**src/rtl/binary_tree_feed_ctrl.sv**
```systemverilog
// Feed/mix/flush sequencer for two 4-inlet binary mixer trees; first valve opens one cycle after start.
// No backpressure: start is taken only in IDLE, abort only in FILL/MIX; all drives decode from registered state.
module binary_tree_feed_ctrl #(
   parameter int FILL_CYCLES  = 16,
   parameter int MIX_CYCLES   = 64,
   parameter int FLUSH_CYCLES = 8,
   parameter int CNT_W        = 8
) (
   input  logic       clk,
   input  logic       rst_n,
   input  logic       start,
   input  logic [7:0] inlet_mask,
   input  logic       abort,
   output logic [7:0] valve_en,
   output logic [1:0] mix_en,
   output logic       flush_en,
   output logic       busy,
   output logic       done,
   output logic       aborted,
   output logic [2:0] cur_inlet
);

   typedef enum logic [2:0] {
      S_IDLE  = 3'd0,
      S_FILL  = 3'd1,
      S_MIX   = 3'd2,
      S_FLUSH = 3'd3,
      S_DONE  = 3'd4
   } state_t;

   localparam logic [CNT_W-1:0] FILL_LD  = CNT_W'(FILL_CYCLES - 1);
   localparam logic [CNT_W-1:0] MIX_LD   = CNT_W'(MIX_CYCLES - 1);
   localparam logic [CNT_W-1:0] FLUSH_LD = CNT_W'(FLUSH_CYCLES - 1);
   localparam logic [CNT_W-1:0] CNT_ONE  = CNT_W'(1);

   state_t           state_q, state_d;
   logic [7:0]       mask_q, mask_d;
   logic [7:0]       pend_q, pend_d;
   logic [CNT_W-1:0] cnt_q, cnt_d;
   logic             abort_q, abort_d;

   logic [7:0]       cur_oh;
   logic [7:0]       pend_rest;
   logic [2:0]       cur_idx;
   logic             cnt_last;

   // pend_q holds the inlets not yet finished; its lowest set bit is the open valve
   assign cur_oh    = pend_q & (~pend_q + 8'd1);
   assign pend_rest = pend_q & ~cur_oh;
   assign cnt_last  = (cnt_q == '0);

   always_comb begin
      cur_idx = 3'd0;
      for (int i = 7; i >= 0; i--) begin
         if (pend_q[i]) cur_idx = 3'(i);
      end
   end

   always_ff @(posedge clk or negedge rst_n) begin
      if (!rst_n) begin
         state_q <= S_IDLE;
         mask_q  <= '0;
         pend_q  <= '0;
         cnt_q   <= '0;
         abort_q <= 1'b0;
      end else begin
         state_q <= state_d;
         mask_q  <= mask_d;
         pend_q  <= pend_d;
         cnt_q   <= cnt_d;
         abort_q <= abort_d;
      end
   end

   always_comb begin
      state_d = state_q;
      mask_d  = mask_q;
      pend_d  = pend_q;
      cnt_d   = cnt_q;
      abort_d = abort_q;
      case (state_q)
         S_IDLE: begin
            abort_d = 1'b0;
            if (start && (inlet_mask != 8'd0)) begin
               state_d = S_FILL;
               mask_d  = inlet_mask;
               pend_d  = inlet_mask;
               cnt_d   = FILL_LD;
            end
         end
         S_FILL: begin
            // abort wins over a counter expiring in the same cycle
            if (abort) begin
               state_d = S_FLUSH;
               pend_d  = '0;
               cnt_d   = FLUSH_LD;
               abort_d = 1'b1;
            end else if (cnt_last) begin
               pend_d = pend_rest;
               if (pend_rest != 8'd0) begin
                  cnt_d = FILL_LD;
               end else begin
                  state_d = S_MIX;
                  cnt_d   = MIX_LD;
               end
            end else begin
               cnt_d = cnt_q - CNT_ONE;
            end
         end
         S_MIX: begin
            if (abort || cnt_last) begin
               state_d = S_FLUSH;
               cnt_d   = FLUSH_LD;
               abort_d = abort_q | abort;
            end else begin
               cnt_d = cnt_q - CNT_ONE;
            end
         end
         S_FLUSH: begin
            if (cnt_last) begin
               state_d = S_DONE;
            end else begin
               cnt_d = cnt_q - CNT_ONE;
            end
         end
         S_DONE: begin
            state_d = S_IDLE;
            abort_d = 1'b0;
         end
         default: begin
            state_d = S_IDLE;
            pend_d  = '0;
            cnt_d   = '0;
            abort_d = 1'b0;
         end
      endcase
   end

   always_comb begin
      valve_en  = 8'd0;
      mix_en    = 2'b00;
      flush_en  = 1'b0;
      busy      = 1'b0;
      done      = 1'b0;
      aborted   = 1'b0;
      cur_inlet = 3'd0;
      case (state_q)
         S_FILL: begin
            valve_en  = cur_oh;
            cur_inlet = cur_idx;
            busy      = 1'b1;
         end
         S_MIX: begin
            mix_en = {|mask_q[7:4], |mask_q[3:0]};
            busy   = 1'b1;
         end
         S_FLUSH: begin
            flush_en = 1'b1;
            busy     = 1'b1;
         end
         S_DONE: begin
            done    = 1'b1;
            aborted = abort_q;
         end
         default: ;
      endcase
   end

   a_drive_excl: assert property (@(posedge clk) disable iff (!rst_n)
      $onehot0({|valve_en, |mix_en, flush_en}));
   a_valve_onehot: assert property (@(posedge clk) disable iff (!rst_n)
      $onehot0(valve_en));

endmodule

```
**config.mk**
```make
export PLATFORM = sky130hd
export DESIGN_NAME = binary_tree_feed_ctrl
export DESIGN_NICKNAME = d
export VERILOG_FILES = /design/src/rtl/binary_tree_feed_ctrl.sv
export SDC_FILE = /design/constraint.sdc
export NUM_CORES = 1
export LEC_CHECK = 0
export BUFFER_PORTS_ARGS = -buffer_cell sky130_fd_sc_hd__buf_2
export CAP_MARGIN = 20
export CORE_MARGIN = 2
export CORE_UTILIZATION = 51
export DETAILED_ROUTE_END_ITERATION = 7
export GPL_TIMING_DRIVEN = 0
export PLACE_DENSITY_LB_ADDON = 0.12
export SYNTH_ARGS = -nofsm -noshare
export SYNTH_HDL_FRONTEND = slang
export SYNTH_SLANG_ARGS = --single-unit
```
**constraint.sdc**
```tcl
create_clock -name clk -period 1.85 [get_ports clk]
set_input_delay 0.0925 -clock clk [delete_from_list [all_inputs] [get_ports clk]]
set_output_delay 0.0925 -clock clk [all_outputs]
set_load 0.05 [all_outputs]
```
After elaboration in Yosys (flattened, before gate mapping)
Index checks and enable logic that the tools add are counted.

Add/subtract/negate cells: 2. Equal/unequal tests: 11. Mux-type cells: 36. Bitwise logic cells: 8. Reductions and logical operators: 15.

Operators with widths (count): two-way mux 8 bit (9); two-way mux 3 bit (15); case mux 8 bit (5 select lines) (1); case mux 8 bit (3 select lines) (1); bitwise AND 8 bit (2); inverter 8 bit (2); nonzero test 8 bit (2); case mux 3 bit (4 select lines) (1); != test 2 bit (second input constant) (5); AND reduction 3 bit (3); adder 8 x 1 -> 8 bit (second input constant) (1); zero test 8 bit (1); OR reduction 4 bit (2); subtractor 8 x 1 -> 8 bit (second input constant) (1); == test 3 x 2 -> 1 bit (second input constant) (2); two-way mux 1 bit (6); two-way mux 6 bit (1); != test 3 bit (second input constant) (2); OR reduction 3 bit (2); AND reduction 5 bit (1); == test 3 x 1 -> 1 bit (second input constant) (1); == test 3 bit (second input constant) (1); zero test 3 bit (1); inverter 1 bit (3); 6 further kinds (6).

Bits in registers: 28. Input bits: 12. Output and inout bits: 17.

Depth between registers and ports, before layout
Gate-level depths: netlist of run 1.

Depth in word-level cells: 10. Depth in mapped cells: 7. Mapped depth without buffers: 7.

Worst setup path after synthesis of run 1
No wires, ideal clock.

Path kind: register to output. From: register state_q[1]. To: output valve_en[3]. Arrival: 2.424 ns. Slack: -0.666 ns. Cell stages (with the launch flop): 5. Path buffers: 1. Cell sequence: dfrtp_1 > or3b_1 > clkbuf_1 > or3_1 > nor3b_1.

Cells in the longest elaborated chain, start to end: 2.

Ends and longest elaborated chain: from (decl) (RTL line 36) `state_t state_q, state_d;`; from (signal assigned) (RTL line 67) `state_q <= state_d;`; == test 3 x 1 -> 1 bit (RTL line 147) `case (state_q)`; two-way mux 8 bit (RTL line 147); to (decl) (RTL line 14) `output logic [7:0] valve_en,`.

No other way between the ends.

Worst setup path after layout of run 1
Ends and elaborated chain as after synthesis.

==> reports/qor.json, run 1 <==
{
  "floorplan.initialDensity": {"value": 0.542},
  "timing.critical_path.from_type": {"value": "flip-flop"},
  "synth_top_cell_by_area": {"value": "sky130_fd_sc_hd__dfrtp_1"},
  "yosys_warnings": {"value": 0},
  "placeable_core_region": {"value": 3390, "unit": "um2"},
  "grt.overflow.total": {"value": 0},
  "run_status": {"value": "finished with violations"},
  "grt_most_used_layer": {"value": "met2"},
  "die_x": {"value": 64.0, "unit": "um"},
  "global_route_met3_utilization": {"value": 0.0317},
  "synth-main-ff-cell": {"value": "sky130_fd_sc_hd__dfrtp_1"},
  "track_usage": {"value": 0.263},
  "synth_edf_count": {"value": 0},
  "synthMostInstantiatedCell": {"value": "sky130_fd_sc_hd__dfrtp_1"},
  "cts-htree-levels": {"value": 1},
  "report.final.setup_viol": {"value": 8},
  "grt_util_met2": {"value": 0.432},
  "cpPeakStageDelay": {"value": 430, "unit": "ps"},
  "synth.lib_cells_used.distinct": {"value": 56},
  "fmax": {"value": 498, "unit": "MHz"},
  "fp-row-count": {"value": 21},
  "io_buffers": {"value": 27},
  "detailed_place_hpwl": {"value": 3300, "unit": "um"},
  "postSynthNetCount": {"value": 217},
  "total_of_flip_flops_plus_latches_after_synthesis": {"value": 28},
  "rr_worst_depth": {"value": 6},
  "cts_sinks": {"value": 28},
  "timing.hold.worst.class": {"value": "in2reg"},
  "grt_max_degree": {"value": 29},
  "critical_path_required": {"value": 1760, "unit": "ps"},
  "detailedRoute.firstIterationViolations": {"value": 150},
  "gp_congestion": {"value": 0.883},
  "worstMarginPinSlew": {"value": 611, "unit": "ps"},
  "grt_pass1_vias": {"value": 1736},
  "synth-async-reset-ratio": {"value": 1.00},
  "grt_pass1_wl": {"value": 8380, "unit": "um"},
  "synth_top_area_frac": {"value": 0.381},
  "period_utilization": {"value": 1.09},
  "dr_total_vias": {"value": 1782},
  "fp.dieArea": {"value": 4100, "unit": "um2"},
  "cts_inserted_buffers": {"value": 3},
  "routedWlPerCell": {"value": 17.2, "unit": "um"},
  "timing.setup.tns": {"value": -579, "unit": "ps"},
  "final-instance-count-excl-fill": {"value": 298},
  "fin_hold_ws": {"value": 11.7, "unit": "ps"},
  "clock-skew-final": {"value": 5.82, "unit": "ps"},
  "grt_util_met1": {"value": 0.363},
  "syn_avg_cell_area": {"value": 9.05, "unit": "um2"},
  "post_synth_main_area_contributors": {"value": "sky130_fd_sc_hd__dfrtp_1 (38%), sky130_fd_sc_hd__o21ai_0 (4.9%), sky130_fd_sc_hd__mux2_2 (4.3%)"},
  "clk-insertion-delay-late": {"value": 340, "unit": "ps"},
  "timing_worst_setup_path_type": {"value": "reg2out"},
  "final_period_minus_worst_setup_slack": {"value": 2010, "unit": "ps"},
  "clockBufferDepth": {"value": 2},
  "layout-drive-gt1-share": {"value": 0.437},
  "worstSetupEndpointType": {"value": "output pin"},
  "cp_slowest_cell": {"value": "sky130_fd_sc_hd__dfrtp_2"},
  "cells_after_synthesis": {"value": 203},
  "ant_nets": {"value": 0},
  "cp_cell_sequence": {"value": "or3b_4, or3_4, nor3b_2, buf_6"},
  "path_max_fanout": {"value": 3},
  "hold_violations": {"value": 0},
  "ctsRootBufferMaster": {"value": "sky130_fd_sc_hd__clkbuf_4"},
  "syn_to_layout_area_delta": {"value": 35.3, "unit": "%"},
  "placed_cells_incl_taps": {"value": 276},
  "clk_pin_slew_worst_paths": {"value": 150, "unit": "ps"},
  "fin_nets": {"value": 267},
  "ioPinCount": {"value": 29},
  "cp_data_arrival_time": {"value": 1910, "unit": "ps"},
  "holdPathStages": {"value": 2},
  "post-route-cell-area": {"value": 2480, "unit": "um2"},
  "detail_route.first_pass.iterations": {"value": 4},
  "power_per_cell_area": {"value": 1590, "unit": "nW/um2"},
  "place_worst_setup_slack": {"value": -275, "unit": "ps"},
  "placedInstanceArea": {"value": 2050, "unit": "um2"},
  "yosysSeqAreaShare": {"value": 0.381},
  "violations": {"value": "setup timing"},
  "synth_area": {"value": 1840, "unit": "um2"},
  "routed_via_density": {"value": 5.98},
  "timing.slew.headroom": {"value": 0.593},
  "rsz_0062_raised_after_global_routing": {"value": "true"},
  "slew_viol_final": {"value": 0},
  "die_height": {"value": 64.0, "unit": "um"},
  "cap_violations": {"value": 0},
  "cts_tree": {"value": "built"},
  "antennaDiodeCount": {"value": 0},
  "synth_commonest_cells": {"value": "sky130_fd_sc_hd__dfrtp_1 (28), sky130_fd_sc_hd__nand2_1 (19), sky130_fd_sc_hd__nor2_1 (19)"},
  "vdd.ir_drop.worst": {"value": 0.000722, "unit": "V"},
  "total_leakage_power": {"value": 1.08, "unit": "nW"},
  "antenna_found_initial": {"value": 0},
  "setup_ws": {"value": -157, "unit": "ps"},
  "drc": {"value": 0},
  "drt-total-wl": {"value": 5140, "unit": "um"}
}
cell type report:
type	instances	area, um2
Multi-Input combinational cell	153	1210
Fill cell	236	905
Tap cell	46	57.6
Sequential cell	28	703
Buffer	7	61.3
Clock buffer	4	36.3
Inverter	12	50.0
Timing Repair Buffer	48	370
cell usage in the layout, fill, tap and decap left out, types with 3 or more instances in the layout:
| master | netlist | layout |
|---|---|---|
| sky130_fd_sc_hd__a21oi_1 | 8 | 6 |
| sky130_fd_sc_hd__a21oi_2 | 1 | 3 |
| sky130_fd_sc_hd__and3_1 | 4 | 3 |
| sky130_fd_sc_hd__buf_2 | 0 | 17 |
| sky130_fd_sc_hd__buf_4 | 1 | 19 |
| sky130_fd_sc_hd__buf_6 | 2 | 13 |
| sky130_fd_sc_hd__clkbuf_4 | 0 | 3 |
| sky130_fd_sc_hd__dfrtp_1 | 28 | 26 |
| sky130_fd_sc_hd__inv_1 | 12 | 8 |
| sky130_fd_sc_hd__inv_2 | 0 | 3 |
| sky130_fd_sc_hd__mux2_2 | 7 | 7 |
| sky130_fd_sc_hd__nand2_1 | 19 | 16 |
| sky130_fd_sc_hd__nand2_2 | 1 | 3 |
| sky130_fd_sc_hd__nor2_1 | 19 | 15 |
| sky130_fd_sc_hd__nor3_1 | 9 | 4 |
| sky130_fd_sc_hd__nor3_2 | 1 | 5 |
| sky130_fd_sc_hd__o21ai_0 | 18 | 14 |
| sky130_fd_sc_hd__o21ai_1 | 1 | 4 |
| sky130_fd_sc_hd__or4_4 | 3 | 3 |
| sky130_fd_sc_hd__xor2_1 | 3 | 3 |
metrics by stage:
| step | power, mW | utilization |
|---|---|---|
| 5_1_grt | 4.23 | 0.733 |
| 6_report | 3.95 | 0.733 |
| 2_1_floorplan | 2.49 | - |
| 3_3_place_gp | 2.80 | 0.606 |
| 4_1_cts | 3.66 | 0.699 |
| 3_5_place_dp | 2.88 | 0.606 |
where the power goes:
| part | internal (mW) | total, mW | switching [mW] |
|---|---|---|---|
| Combinational | 1.13 | 2.50 | 1.37 |
| Sequential | 0.871 | 1.14 | 0.273 |
| Clock | 0.121 | 0.310 | 0.189 |
| Total | 2.12 | 3.95 | 1.83 |
registers in the layout, indices dropped and copies added, names as in the netlist:
signal   flops
abort_q      1
cnt_q        8
mask_q       8
pend_q       8
state_q      3
worst max-delay path: cells and delay by family, from the launching register on:
family | cells | cell delay [ps]
buffers and inverters | 1 | 180
AND/OR/NAND/NOR | 3 | 970
flip-flops | 1 | 430
path summary, 6_finish.rpt:
| check | start | endpoint | slack, ps |
|---|---|---|---|
| max | state_q[1]$_DFFE_PN0P_ | valve_en[3] | -160 |
| max in group asynchronous | rst_n | state_q[1]$_DFFE_PN0P_ | 1140 |
| min | inlet_mask[0] | pend_q[0]$_DFFE_PN0P_ | 10 |
| min in group asynchronous | rst_n | pend_q[6]$_DFFE_PN0P_ | 270 |
| min reg2reg | mask_q[2]$_DFFE_PN0P_ | mask_q[2]$_DFFE_PN0P_ | 530 |
| max reg2reg | pend_q[0]$_DFFE_PN0P_ | cnt_q[4]$_DFFE_PN0P_ | -20 |
layer usage:
metal | wire (um) | vias to the layer above
met5 | 0 | -
li1 | - | 848
met1 | 2300 | 865
met2 | 2550 | 60
met3 | 198 | 9
met4 | 88 | 0
kinds of logic after synthesis:
family,Yosys count,synth area share
buffers and inverters,22,0.0606
xor gates and xnor gates,4,0.0191
adders and majority gates,4,0.0245
and+or+nand+nor,78,0.228
muxes,7,0.0429
AOI/OAI and AO/OA,60,0.244
DFF,28,0.381
what timing repair did:
action	in CTS	in global routing
pin swaps	14	13
endpoints found under the setup margin	33	28
hold buffers	2	0
endpoints found under the hold margin	29	0
setup buffers	14	5
resized for setup	43	33
No activity file was read; power rests on OpenSTA's default activity.
==> run 2, diff against run 1 <==
--- a/config.mk
+++ b/config.mk
@@ -7,11 +7,13 @@
 export LEC_CHECK = 0
 export BUFFER_PORTS_ARGS = -buffer_cell sky130_fd_sc_hd__buf_2
 export CAP_MARGIN = 20
+export CELL_PAD_IN_SITES_DETAIL_PLACEMENT = 1
+export CELL_PAD_IN_SITES_GLOBAL_PLACEMENT = 1
 export CORE_MARGIN = 2
-export CORE_UTILIZATION = 51
+export CORE_UTILIZATION = 38
 export DETAILED_ROUTE_END_ITERATION = 7
 export GPL_TIMING_DRIVEN = 0
-export PLACE_DENSITY_LB_ADDON = 0.12
+export PLACE_DENSITY = 0.74
 export SYNTH_ARGS = -nofsm -noshare
 export SYNTH_HDL_FRONTEND = slang
 export SYNTH_SLANG_ARGS = --single-unit
==> reports/qor.json, run 2 (synthesized netlist as in run 1, its figures left out) <==
{
  "run_status": {"value": "finished with violations"},
  "violations": {"value": "setup timing"},
  "fin_hold_ws": {"value": 79.4, "unit": "ps"},
  "cp_data_arrival_time": {"value": 1850, "unit": "ps"},
  "clockBufferDepth": {"value": 2},
  "clk_pin_slew_worst_paths": {"value": 100, "unit": "ps"},
  "ctsRootBufferMaster": {"value": "sky130_fd_sc_hd__clkbuf_8"},
  "mostFrequentLayoutCells": {"value": "sky130_fd_sc_hd__buf_4 (27), sky130_fd_sc_hd__dfrtp_1 (27), sky130_fd_sc_hd__buf_2 (17), sky130_fd_sc_hd__nand2_1 (16), sky130_fd_sc_hd__nor2_1 (15)"},
  "worstSetupEndpointType": {"value": "output pin"},
  "internal_power": {"value": 2.25, "unit": "mW"},
  "rsz_0062_raised_after_global_routing": {"value": "true"},
  "antenna_found_initial": {"value": 0},
  "multi_input_area": {"value": 1190, "unit": "um2"},
  "drt-total-wl": {"value": 5770, "unit": "um"},
  "clock-skew-final": {"value": 4.29, "unit": "ps"},
  "seq_power_share": {"value": 0.286},
  "timing_worst_setup_path_type": {"value": "reg2out"},
  "die_height": {"value": 73.5, "unit": "um"},
  "grt_max_degree": {"value": 29},
  "cts_inserted_buffers": {"value": 3},
  "layout-drive-gt1-share": {"value": 0.427},
  "placeable_core_region": {"value": 4690, "unit": "um2"},
  "final_period_minus_worst_setup_slack": {"value": 1940, "unit": "ps"},
  "cpPeakStageDelay": {"value": 420, "unit": "ps"},
  "grt_pass1_wl": {"value": 9060, "unit": "um"},
  "setup_ws": {"value": -95.0, "unit": "ps"},
  "grt.overflow.total": {"value": 0},
  "critical_path.top_delay_family": {"value": "simple AND/OR/NAND/NOR gates"},
  "ioPinCount": {"value": 29},
  "grt_pass1_vias": {"value": 1732},
  "timing.critical_path.from_type": {"value": "flip-flop"},
  "final-instance-count-excl-fill": {"value": 309},
  "p_sw_frac": {"value": 0.450},
  "slew_viol_final": {"value": 0},
  "timing.hold.worst.class": {"value": "in2reg"},
  "dr_total_vias": {"value": 1799},
  "drc": {"value": 0},
  "netSwitchingPower": {"value": 1.84, "unit": "mW"},
  "routedWlPerCell": {"value": 18.7, "unit": "um"},
  "track_usage": {"value": 0.218},
  "crit_buf_inv": {"value": 1},
  "clockPowerShare": {"value": 0.121},
  "period_utilization": {"value": 1.05},
  "die_x": {"value": 73.5, "unit": "um"},
  "report.final.setup_viol": {"value": 6},
  "io_buffers": {"value": 27},
  "cts_sinks": {"value": 28},
  "gp_congestion": {"value": 0.792},
  "post-route-util": {"value": 0.534},
  "total_leakage_power": {"value": 1.09, "unit": "nW"},
  "fmax": {"value": 514, "unit": "MHz"},
  "fp.dieArea": {"value": 5410, "unit": "um2"},
  "power_per_cell_area": {"value": 1630, "unit": "nW/um2"},
  "antennaDiodeCount": {"value": 0},
  "fp-row-count": {"value": 25},
  "cts-htree-levels": {"value": 1},
  "floorplan.initialDensity": {"value": 0.391},
  "cp_slowest_cell": {"value": "sky130_fd_sc_hd__dfrtp_1"},
  "detailed_place_hpwl": {"value": 3800, "unit": "um"},
  "reg.largest.list": {"value": "cnt_q x8, mask_q x8, pend_q x8"},
  "syn_to_layout_area_delta": {"value": 36.4, "unit": "%"},
  "seq_area": {"value": 702, "unit": "um2"},
  "vdd.ir_drop.worst": {"value": 0.000595, "unit": "V"},
  "detail_route.first_pass.iterations": {"value": 4},
  "layout.filler_cells": {"value": 542},
  "hold_violations": {"value": 0},
  "clk-insertion-delay-late": {"value": 280, "unit": "ps"},
  "cap_violations": {"value": 0},
  "ant_nets": {"value": 0},
  "timing.slew.headroom": {"value": 0.560},
  "detailedRoute.firstIterationViolations": {"value": 91},
  "routed_via_density": {"value": 5.82},
  "fin_nets": {"value": 270},
  "cp_cell_sequence": {"value": "or3b_4, or3_4, nor3b_2, buf_6"},
  "path_max_fanout": {"value": 4},
  "cts_tree": {"value": "built"},
  "placed_cells_incl_taps": {"value": 284},
  "power_frac_comb": {"value": 0.593},
  "worstMarginPinSlew": {"value": 660, "unit": "ps"},
  "critical_path_required": {"value": 1760, "unit": "ps"}
}
run 2: cell count changes in the layout (fill, tap and decap cells not counted), sizes merged:
| cell | previous run | this run |
|---|---|---|
| clkinvlp | 0 | 1 |
| buf | 49 | 52 |
| bufinv | 0 | 1 |
| inv | 12 | 11 |
| dlygate4sd3 | 2 | 1 |
run 2: metrics by stage:
step	power (mW)	setup slack (ps)	instance area, um2	TNS, ps
finish	4.09	-95.0	2500	-196
global route	4.36	-171	2500	-996
CTS	3.77	-109	2350	-312
detailed placement	2.93	-264	2060	-2490
global placement	2.87	-237	2060	-2160
floorplan	2.49	-238	1860	-475
run 2: worst paths after layout:
path | start | to | slack (ps) | cells past startpoint
worst max-delay path | state_q[1]$_DFFE_PN0P_ | valve_en[3] | -90 | 4
worst min-delay path | inlet_mask[0] | pend_q[0]$_DFFE_PN0P_ | 80 | 2
worst max register to register | cnt_q[3]$_DFFE_PN0P_ | pend_q[1]$_DFFE_PN0P_ | 50 | 5
worst min register to register | mask_q[0]$_DFFE_PN0P_ | mask_q[0]$_DFFE_PN0P_ | 520 | 1
max in group asynchronous | rst_n | pend_q[3]$_DFFE_PN0P_ | 1020 | 2
min in group asynchronous | rst_n | cnt_q[5]$_DFFE_PN0P_ | 360 | 2
run 2: cell type report:
type / count / area share
inverters: 12 / 0.0195
multi-input cells: 153 / 0.475
repair buffers: 51 / 0.150
flip-flops and latches: 28 / 0.280
well taps: 54 / 0.0270
plain buffers: 7 / 0.0205
clock inverters: 1 / 0.0120
clock buffers: 3 / 0.0165
run 2: power groups by stage:
stage | Clock, mW | Sequential [mW] | Combinational [mW]
after global routing | 0.523 | 1.21 | 2.63
after global placement | 0 | 1.11 | 1.76
final | 0.496 | 1.17 | 2.42
after detailed placement | 0 | 1.13 | 1.80
after CTS | 0.507 | 1.12 | 2.14
after floorplan | 0 | 1.06 | 1.43
run 2: what timing repair did:
| item | CTS | global route |
|---|---|---|
| buffers inserted | 12 | 11 |
| hold endpoints to repair | 28 | 0 |
| hold buffers | 1 | 0 |
| gates cloned | 0 | 0 |
| resized for setup | 31 | 31 |
| pin swaps | 9 | 13 |
| setup endpoints to repair | 30 | 26 |
run 2: per-layer routing:
layer | global-route usage | wire [um] | up-vias
met4 | 0.0424 | 46 | 0
met2 | 0.342 | 2830 | 35
met3 | 0.0247 | 168 | 5
met5 | 0 | 0 | -
li1 | - | - | 856
met1 | 0.326 | 2730 | 903
==> run 3, diff against run 2 <==
--- a/config.mk
+++ b/config.mk
@@ -7,13 +7,11 @@
 export LEC_CHECK = 0
 export BUFFER_PORTS_ARGS = -buffer_cell sky130_fd_sc_hd__buf_2
 export CAP_MARGIN = 20
-export CELL_PAD_IN_SITES_DETAIL_PLACEMENT = 1
-export CELL_PAD_IN_SITES_GLOBAL_PLACEMENT = 1
 export CORE_MARGIN = 2
-export CORE_UTILIZATION = 38
+export CORE_UTILIZATION = 48
 export DETAILED_ROUTE_END_ITERATION = 7
 export GPL_TIMING_DRIVEN = 0
-export PLACE_DENSITY = 0.74
+export PLACE_DENSITY = 0.71
 export SYNTH_ARGS = -nofsm -noshare
 export SYNTH_HDL_FRONTEND = slang
 export SYNTH_SLANG_ARGS = --single-unit
==> reports/qor.json, run 3 (synthesized netlist as in run 1, its figures left out) <==
{
  "period_utilization": {"value": 1.06},
  "syn_to_layout_area_delta": {"value": 33.0, "unit": "%"},
  "grt_max_degree": {"value": 29},
  "track_usage": {"value": 0.229},
  "worst_setup_path_startpoint": {"value": "state_q[1]$_DFFE_PN0P_"},
  "clockBufferDepth": {"value": 2},
  "drt-total-wl": {"value": 4780, "unit": "um"},
  "rr_worst_depth": {"value": 6},
  "worstSetupEndpointType": {"value": "output pin"},
  "fin_nets": {"value": 267},
  "path_max_fanout": {"value": 3},
  "fmax": {"value": 511, "unit": "MHz"},
  "cts_sinks": {"value": 28},
  "detail_route.first_pass.iterations": {"value": 4},
  "timing.hold.worst.class": {"value": "in2reg"},
  "ctsRootBufferMaster": {"value": "sky130_fd_sc_hd__clkbuf_8"},
  "routed.top_layer": {"value": "met4"},
  "layout-drive-gt1-share": {"value": 0.413},
  "die_height": {"value": 65.9, "unit": "um"},
  "routedWlPerCell": {"value": 15.9, "unit": "um"},
  "dr_total_vias": {"value": 1751},
  "clock-skew-final": {"value": 6.74, "unit": "ps"},
  "timing.rr.start": {"value": "state_q[1]$_DFFE_PN0P_"},
  "grt_pass1_wl": {"value": 7680, "unit": "um"},
  "power_per_cell_area": {"value": 1550, "unit": "nW/um2"},
  "worstMarginPinSlew": {"value": 618, "unit": "ps"},
  "io_buffers": {"value": 27},
  "met2WireLength": {"value": 2300, "unit": "um"},
  "slew_viol_final": {"value": 0},
  "cts_inserted_buffers": {"value": 3},
  "critical_path_required": {"value": 1760, "unit": "ps"},
  "routed_via_density": {"value": 5.84},
  "report.final.setup_viol": {"value": 6},
  "critical_hold_path_startpoint": {"value": "inlet_mask[0]"},
  "mostFrequentLayoutCells": {"value": "sky130_fd_sc_hd__dfrtp_1 (28), sky130_fd_sc_hd__buf_4 (20), sky130_fd_sc_hd__buf_2 (19), sky130_fd_sc_hd__nor2_1 (16), sky130_fd_sc_hd__nand2_1 (16)"},
  "hold_violations": {"value": 0},
  "fp-row-count": {"value": 22},
  "met3_length": {"value": 172, "unit": "um"},
  "gp_congestion": {"value": 0.845},
  "final-instance-count-excl-fill": {"value": 300},
  "layout.filler_cells": {"value": 295},
  "detailed_place_hpwl": {"value": 3200, "unit": "um"},
  "run_status": {"value": "finished with violations"},
  "grt_pass1_vias": {"value": 1574},
  "setup_ws": {"value": -109, "unit": "ps"},
  "timing.slew.headroom": {"value": 0.588},
  "wl_met1": {"value": 2260, "unit": "um"},
  "drc": {"value": 0},
  "most_common_library_cell_in_the_layout_ignoring_fill_and_taps": {"value": "sky130_fd_sc_hd__dfrtp_1"},
  "vdd.ir_drop.worst": {"value": 0.000710, "unit": "V"},
  "clk_pin_slew_worst_paths": {"value": 100, "unit": "ps"},
  "detailedRoute.firstIterationViolations": {"value": 82},
  "antennaDiodeCount": {"value": 0},
  "total_leakage_power": {"value": 1.07, "unit": "nW"},
  "grt.overflow.total": {"value": 0},
  "cts_tree": {"value": "built"},
  "fp.dieArea": {"value": 4340, "unit": "um2"},
  "antenna_found_initial": {"value": 0},
  "rsz_0062_raised_after_global_routing": {"value": "true"},
  "timing.critical_path.from_type": {"value": "flip-flop"},
  "violations": {"value": "setup timing"},
  "cap_violations": {"value": 0},
  "cts-htree-levels": {"value": 1},
  "final_period_minus_worst_setup_slack": {"value": 1960, "unit": "ps"},
  "holdPathStages": {"value": 2},
  "timing_worst_setup_path_type": {"value": "reg2out"},
  "clk-insertion-delay-late": {"value": 280, "unit": "ps"},
  "timing.setup.tns": {"value": -299, "unit": "ps"},
  "cp_data_arrival_time": {"value": 1870, "unit": "ps"},
  "fin_hold_ws": {"value": 66.1, "unit": "ps"},
  "placeable_core_region": {"value": 3660, "unit": "um2"},
  "ioPinCount": {"value": 29},
  "reg.largest.list": {"value": "cnt_q x8, mask_q x8, pend_q x8"},
  "ant_nets": {"value": 0},
  "floorplan.initialDensity": {"value": 0.502},
  "placed_cells_incl_taps": {"value": 278},
  "die_x": {"value": 65.9, "unit": "um"}
}
==> run 3: critical path, cell delays in order (launching register included) <==
cell and delay (ps):
sky130_fd_sc_hd__dfrtp_1 420, sky130_fd_sc_hd__or3b_4 440, sky130_fd_sc_hd__or3_4 370, sky130_fd_sc_hd__nor3b_2 180, sky130_fd_sc_hd__buf_6 180
==> run 3: metal layers <==
layer	track usage	vias to the layer above
met4	0.0573	0
met1	0.348	863
met2	0.350	36
li1	-	847
met5	0	-
met3	0.0221	5
==> run 3: cell type report <==
class	instances	area, um2	area share
inverters	12	48.8	0.0200
flip-flops and latches	28	701	0.287
well taps	48	60.1	0.0246
multi-input cells	153	1170	0.480
repair buffers	47	350	0.143
plain buffers	8	55.1	0.0225
clock buffers	4	55.1	0.0225
==> run 3: where the power goes <==
part           switching (mW)  internal [mW]
clock network           0.196          0.191
registers               0.272          0.870
logic                    1.27          0.980
==> run 3: path summary, 6_finish.rpt <==
kind,end,slack (ps)
max,valve_en[3],-110
min reg2reg,mask_q[6]$_DFFE_PN0P_,510
min,pend_q[0]$_DFFE_PN0P_,70
min in group asynchronous,cnt_q[4]$_DFFE_PN0P_,350
max in group asynchronous,pend_q[1]$_DFFE_PN0P_,1090
max reg2reg,cnt_q[4]$_DFFE_PN0P_,-20
==> run 3: stage by stage <==
step | total power, mW | cell area, um2 | setup WS, ps | utilization
after floorplan | 2.49 | 1860 | -238 | -
after global placement | 2.84 | 2060 | -172 | 0.562
after detailed placement | 2.86 | 2060 | -169 | 0.562
after CTS | 3.46 | 2260 | -102 | 0.617
after global routing | 4.05 | 2440 | -138 | 0.667
final | 3.78 | 2440 | -109 | 0.667
==> run 3: timing repair <==
action / CTS / global route
resized for setup: 25 / 34
endpoints found under the hold margin: 28 / 0
hold buffers: 1 / 0
cloned: 0 / 0
pin swaps: 8 / 7
endpoints found under the setup margin: 28 / 30
buffers inserted: 6 / 13
